[config.mk]
export PLATFORM = sky130hd
export DESIGN_NAME = ifid_buffer
export DESIGN_NICKNAME = d
export VERILOG_FILES = /design/src/rtl/pipe_pkg.sv /design/src/rtl/ifid_buffer.sv
export SDC_FILE = /design/constraint.sdc
export NUM_CORES = 1
export LEC_CHECK = 0
export ABC_AREA = 1
export CAP_MARGIN = 20
export CORE_MARGIN = 1.5
export CORE_UTILIZATION = 44
export CTS_CLUSTER_DIAMETER = 200
export DETAILED_ROUTE_END_ITERATION = 10
export GPL_TIMING_DRIVEN = 0
export PLACE_DENSITY_LB_ADDON = 0.3
export SLEW_MARGIN = 20
export SYNTH_ARGS = -nofsm -noshare
export SYNTH_HDL_FRONTEND = slang
export SYNTH_SLANG_ARGS = --single-unit
[constraint.sdc]
create_clock -name clk -period 5.95 [get_ports clk]
set_clock_uncertainty 0.2 [all_clocks]
set_input_delay 0.595 -clock clk [delete_from_list [all_inputs] [get_ports clk]]
set_output_delay 0.595 -clock clk [all_outputs]
set_load 0.01 [all_outputs]
[src/rtl/pipe_pkg.sv]
// Shared pipeline definitions: datapath widths, the bubble instruction and
// the fetch-entry record carried between fetch and decode.
package pipe_pkg;

   localparam int XLEN = 32;

   localparam logic [XLEN-1:0] NOP_INS = 32'h0000_0000;

   typedef struct packed {
      logic [XLEN-1:0] pc;
      logic [XLEN-1:0] ins;
   } fetch_entry_t;

endpackage : pipe_pkg

[src/rtl/ifid_buffer.sv]
// Small circular FIFO decoupling instruction fetch from decode. Entries become
// visible one cycle after they are pushed; flush and reset empty the buffer.
module ifid_buffer
   import pipe_pkg::*;
#(
   parameter int              DEPTH = 2,
   parameter logic [XLEN-1:0] NOP   = NOP_INS
) (
   input  logic                     clk,
   input  logic                     rst,
   input  logic                     if_valid,
   input  logic [XLEN-1:0]          if_pc,
   input  logic [XLEN-1:0]          if_ins,
   output logic                     if_ready,
   input  logic                     flush,
   input  logic                     id_ready,
   output logic                     id_valid,
   output logic [XLEN-1:0]          id_pc,
   output logic [XLEN-1:0]          id_ins,
   output logic [$clog2(DEPTH):0]   count
);

   localparam int PW = $clog2(DEPTH);
   localparam int CW = PW + 1;

   fetch_entry_t  mem [DEPTH];
   logic [PW-1:0] head;
   logic [PW-1:0] tail;
   logic [CW-1:0] occupancy;
   logic          push;
   logic          pop;

   // Readiness depends only on occupancy, so a full buffer never bypasses.
   assign if_ready = (occupancy < CW'(DEPTH));
   assign id_valid = (occupancy != '0);
   assign push     = if_valid & if_ready;
   assign pop      = id_valid & id_ready;
   assign count    = occupancy;

   assign id_pc  = id_valid ? mem[head].pc  : '0;
   assign id_ins = id_valid ? mem[head].ins : NOP;

   // Pointers wrap naturally because DEPTH is a power of two.
   always_ff @(posedge clk) begin
      if (rst || flush) begin
         head      <= '0;
         tail      <= '0;
         occupancy <= '0;
      end else begin
         if (push) tail <= tail + PW'(1);
         if (pop)  head <= head + PW'(1);
         case ({push, pop})
            2'b10:   occupancy <= occupancy + CW'(1);
            2'b01:   occupancy <= occupancy - CW'(1);
            default: occupancy <= occupancy;
         endcase
      end
   end

   // Storage is not cleared; stale entries are unreachable once pointers reset.
   always_ff @(posedge clk) begin
      if (!rst && !flush && push) begin
         mem[tail] <= '{pc: if_pc, ins: if_ins};
      end
   end

endmodule : ifid_buffer

==> results.toml, run 1 <==
[outcome]
status = "completed"

[critical_path]
cp-end-kind = "output pin"
arrival_ns = 2.00
critical_path_class = "register to output pin"
cp_max_fo = 10
cp-start-kind = "register"
r2r_start = "count[1]"
crit_required_ns = 5.16

[layout]
fill_cells = 828
multiInputGateArea_sq_mm = 0.00101
fin_area_sq_mm = 0.00745
area_growth_pct = 44.2
seq_area_sq_mm = 0.00394
finalNonFillerCells = 698
drive_gt1_frac = 0.155
nets = 612
diodes = 0

[synthesis]
synth_common_cells = "nand2_1 (135), edfxtp_1 (128), a21oi_1 (44)"
synth_cell_types = 17
netlist_area_sq_mm = 0.00517
synth_top_area_share = 0.743
synthArstFlopShare = 0
synth-seq-area-share = 0.763
synth_fp_nets = 447
syn_area_per_cell_sq_um = 13.7
ys_ff_latch = 133
synth.most_common_cell = "nand2_1"
synth_ff_type = "edfxtp_1"
syn_inst = 377
synth_area_leader_cell = "edfxtp_1"
synthTopCellsByArea = "edfxtp_1 (74%), nand2_1 (9.8%), a21oi_1 (4.3%), a21oi_2 (3.9%), buf_6 (2.0%)"
synth_edf_count = 128
yosysWarnings = 0

[placement]
gp_congestion = 0.702
dpl.cell_count = 666
placed_area_sq_mm = 0.00687
dpl.hpwl_um = 7440
pre_cts_slack_ns = 3.02
io_buffers = 136

[cts]
clock_sinks = 133
cts_resized = 0
clk_transition_reported_paths_ns = 0.06
cts_root_buf = "clkbuf_16"
hold_buffers = 0
clockBufferDepth = 2
numCtsBuffers = 17
post_cts_buffers = 0
htreeDepth = 4
cts_tree = "done"
clock_latency_ns = 0.40

[route]
drt-total-wl_um = 10700
routedWlPerCell_um = 15.3
post_drt_via_cell_ratio = 4.90
drt_first_iter_violations = 162
drtPass1Iterations = 4
drc_errors = 0
vias = 3422
ant_nets = 0

[power]
power_mw = 2.27
seqPwrFrac = 0.464
combPwrFrac = 0.082
p_per_area_mw_per_mm2 = 304
switching_share = 0.205
ir_drop_uv = 211
internal_power_mw = 1.80
leakage_nw = 2.60
p_sw_mw = 0.464
p_clk_frac = 0.453

[floorplanning]
initial_core_util = 0.453
dieArea_sq_mm = 0.0124
die_w_um = 111
die_y_um = 111
core-area_sq_mm = 0.0114
rows = 39
io_pins = 137

[run]
cap_violations = 0

[sta]
timing.final.crit_share = 0.470
relSlewSlack = 0.574
fmax_ghz = 0.358
worstMarginPinSlew_ns = 0.638
worst_slack_ns = 3.15
slew_violations = 0
setup_violations = 0
rsz0062_at_grt = "no"
tns_ns = 0
finalHoldViolations = 0
period_needed_ns = 2.80

[global_route]
grt_pass1_wl_um = 16800
track_usage = 0.176
grt_overflow_total = 0
grt_pass1_vias = 3451
grt_max_degree = 19
grt_antenna_before_repair = 0

[worst_hold_path]
min_from = "tail"
min_path_type = "register to register"
[path summary, 6_finish.rpt]
path,to,slack [ns],depth (start not counted)
worst max-delay path,id_ins[23],3.15,5
worst min-delay path,tail,0.29,2
worst max register to register,mem[1][5],3.76,6
worst min register to register,tail,0.29,2
[sequential cells by signal, indices dropped and copies added, names as in the netlist, named ones only]
name,cells
head,1
tail,1
count,2
mem,128
[per-stage QoR]
| stage | util | hold WS, ns |
|---|---|---|
| global route | 0.653 | 0.333 |
| detailed placement | 0.601 | 0.275 |
| floorplan | - | 0.240 |
| global placement | 0.588 | 0.248 |
| finish | 0.653 | 0.285 |
| CTS | 0.653 | 0.283 |
[final cells by class]
cell class / count / area share
Timing Repair Buffer: 146 / 0.202
Sequential cell: 133 / 0.529
Multi-Input combinational cell: 215 / 0.135
Buffer: 20 / 0.0264
Clock buffer: 17 / 0.0571
Clock inverter: 15 / 0.0220
Inverter: 9 / 0.00453
Tap cell: 143 / 0.0240
[cells by family after synthesis]
logic type,share of synthesized area
AO/OA/AOI/OAI,0.0825
flip-flops,0.763
buffers and inverters,0.0445
AND/OR/NAND/NOR,0.108
adder cells (fa/ha/maj),0.00242
[cells in the final DEF, fill, tap and decap left out, drive strengths merged]
cell type      netlist  final
clkinvlp             0      4
nor2                 7      7
clkdlybuf4s50        0    136
dfxtp                5      5
inv                  9      9
a21oi               67     67
nand2              135    135
nor3                 1      1
bufinv               0      3
nand3                2      2
o21ai                1      1
ha                   1      1
clkinv               0      8
buf                 20     30
edfxtp             128    128
clkbuf               0     17
nand4                1      1
[worst max-delay path, cell delays in order (launching register included)]
cell and delay [ns]:
dfxtp_1 0.32, inv_2 0.17, buf_2 0.26, nand2_1 0.08, a21oi_1 0.19, clkdlybuf4s50_1 0.57
[power by group through the flow]
stage | logic [mW] | registers, mW | clock network (mW)
finish | 0.187 | 1.05 | 1.03
CTS | 0.189 | 1.05 | 1.04
global route | 0.201 | 1.05 | 1.09
detailed placement | 0.187 | 1.07 | 0
global placement | 0.176 | 1.07 | 0
floorplan | 0.0694 | 1.07 | 0
[per-layer routing]
layer | vias to the layer above | global-route usage | routed length (um)
met5 | - | 0 | 0
met4 | 0 | 0.0692 | 123
met3 | 12 | 0.0533 | 694
met2 | 116 | 0.305 | 5490
met1 | 1636 | 0.207 | 4360
li1 | 1658 | - | -
Power figures use the tool's default switching activity.
==> run 2: changes to the inputs <==
--- a/config.mk
+++ b/config.mk
@@ -8,7 +8,7 @@
 export ABC_AREA = 1
 export CAP_MARGIN = 20
 export CORE_MARGIN = 1.5
-export CORE_UTILIZATION = 44
+export CORE_UTILIZATION = 48
 export CTS_CLUSTER_DIAMETER = 200
 export DETAILED_ROUTE_END_ITERATION = 10
 export GPL_TIMING_DRIVEN = 0
==> constraint.sdc (replaced) <==
create_clock -name clk -period 2.6 [get_ports clk]
set_clock_uncertainty 0.2 [all_clocks]
set_input_delay 0.26 -clock clk [delete_from_list [all_inputs] [get_ports clk]]
set_output_delay 0.26 -clock clk [all_outputs]
set_load 0.01 [all_outputs]
==> run 2 against run 1 <==
Routed wire length rose by 5.2%; utilization increased by 7.0 points; final area is 0.62% higher; sequential power is 130% higher; non-clock buffer count is 3 lower; highest routed layer unchanged; sequential cell count stayed put; die area is 8.1% lower.
==> results.toml, run 2 (synthesis results as in run 1) <==
[layout]
diodes = 0
drive_gt1_frac = 0.158
fill_cells = 692
nets = 609
regMostFlops = "mem"
area_growth_pct = 45.1
largest_register_ffs = 128
finalNonFillerCells = 688
mostFrequentLayoutCells = "nand2_1 (134), clkdlybuf4s50_1 (134), edfxtp_1 (128)"
fin_area_sq_mm = 0.00750

[power]
p_per_area_mw_per_mm2 = 714
leakage_nw = 2.66
ir_drop_uv = 478

[global_route]
grt_overflow_total = 0
grt_antenna_before_repair = 0
track_usage = 0.201
grt_max_degree = 24
grt_pass1_wl_um = 17200
grt_pass1_vias = 3554

[critical_path]
crit_required_ns = 2.14
arrival_ns = 2.04
cp_max_fo = 10
cp-end-kind = "output pin"
critical_path_class = "register to output pin"
r2r_start = "tail"
cp-start-kind = "register"

[sta]
period_needed_ns = 2.50
relSlewSlack = 0.547
worst_slack_ns = 0.103
setup_violations = 0
finalHoldViolations = 0
rsz0062_at_grt = "no"
tns_ns = 0
timing.final.crit_share = 0.960
slew_violations = 0
worstMarginPinSlew_ns = 0.678
fmax_ghz = 0.401

[placement]
pre_cts_slack_ns = -0.00175
io_buffers = 136
placed_area_sq_mm = 0.00684
dpl.hpwl_um = 7360
dpl.cell_count = 655
gp_congestion = 0.713

[cts]
clockBufferDepth = 2
clk_transition_reported_paths_ns = 0.06
hold_buffers = 0
post_cts_buffers = 0
cts_root_buf = "clkbuf_8"
cts_tree = "done"
htreeDepth = 4
numCtsBuffers = 17
clock_sinks = 133
clock_latency_ns = 0.51

[floorplanning]
initial_core_util = 0.499
rows = 37
dieArea_sq_mm = 0.0114
io_pins = 137
core-area_sq_mm = 0.0104
die_y_um = 107
die_w_um = 107

[route]
drtPass1Iterations = 5
ant_nets = 0
post_drt_via_cell_ratio = 5.06
drc_errors = 0
vias = 3479
drt-total-wl_um = 11200
drt_first_iter_violations = 213
routedWlPerCell_um = 16.3

[run]
cap_violations = 0

[worst_hold_path]
min_path_type = "input port to register"
min_from = "if_pc[18]"

[outcome]
status = "completed"
## run 2: per-layer routing
layer | vias to the layer above | track usage | share of wire
li1 | 1655 | - | -
met1 | 1686 | 0.234 | 0.40
met2 | 119 | 0.347 | 0.52
met3 | 19 | 0.0578 | 0.056
met4 | 0 | 0.0914 | 0.018
met5 | - | 0 | 0
## run 2: area by class of cell
cell class | instances | area (sq um) | area share
Sequential cell | 133 | 3950 | 0.526
Timing Repair Buffer | 143 | 1480 | 0.197
Multi-Input combinational cell | 215 | 1020 | 0.136
Clock buffer | 20 | 425 | 0.0567
Buffer | 20 | 211 | 0.0282
Clock inverter | 12 | 205 | 0.0274
Tap cell | 136 | 170 | 0.0227
Inverter | 9 | 38.8 | 0.00517
## run 2: final timing paths
kind / endpoint / slack (ns) / cells after the start
worst max register to register: mem[0][4] / 0.52 / 5
worst min-delay path: mem[1][50] / 0.13 / 1
worst min register to register: tail / 0.29 / 2
worst max-delay path: id_pc[4] / 0.10 / 5
## run 2: what timing repair did
action                                  CTS  global route
resized for setup                         4             7
gates cloned                              0             1
endpoints found under the setup margin    5            33
## run 2: where the power goes
group          switching (mW)  internal [mW]
logic                   0.195          0.234
clock network           0.859           1.66
registers              0.0118           2.40
total                    1.07           4.29
## run 2: critical path, stage by stage, from the launching register on
cell,delay (ns)
dfxtp_2,0.38
buf_6,0.17
buf_8,0.14
nand2_1,0.05
a21oi_1,0.20
clkdlybuf4s50_1,0.58
## run 2: metrics by stage
step	power (mW)	util	hold WS (ns)
after global placement	2.86	0.649	0.248
after CTS	5.39	0.721	0.106
final	5.35	0.723	0.134
after global routing	5.50	0.723	0.113
after detailed placement	2.88	0.660	0.285
after floorplan	2.61	-	0.159
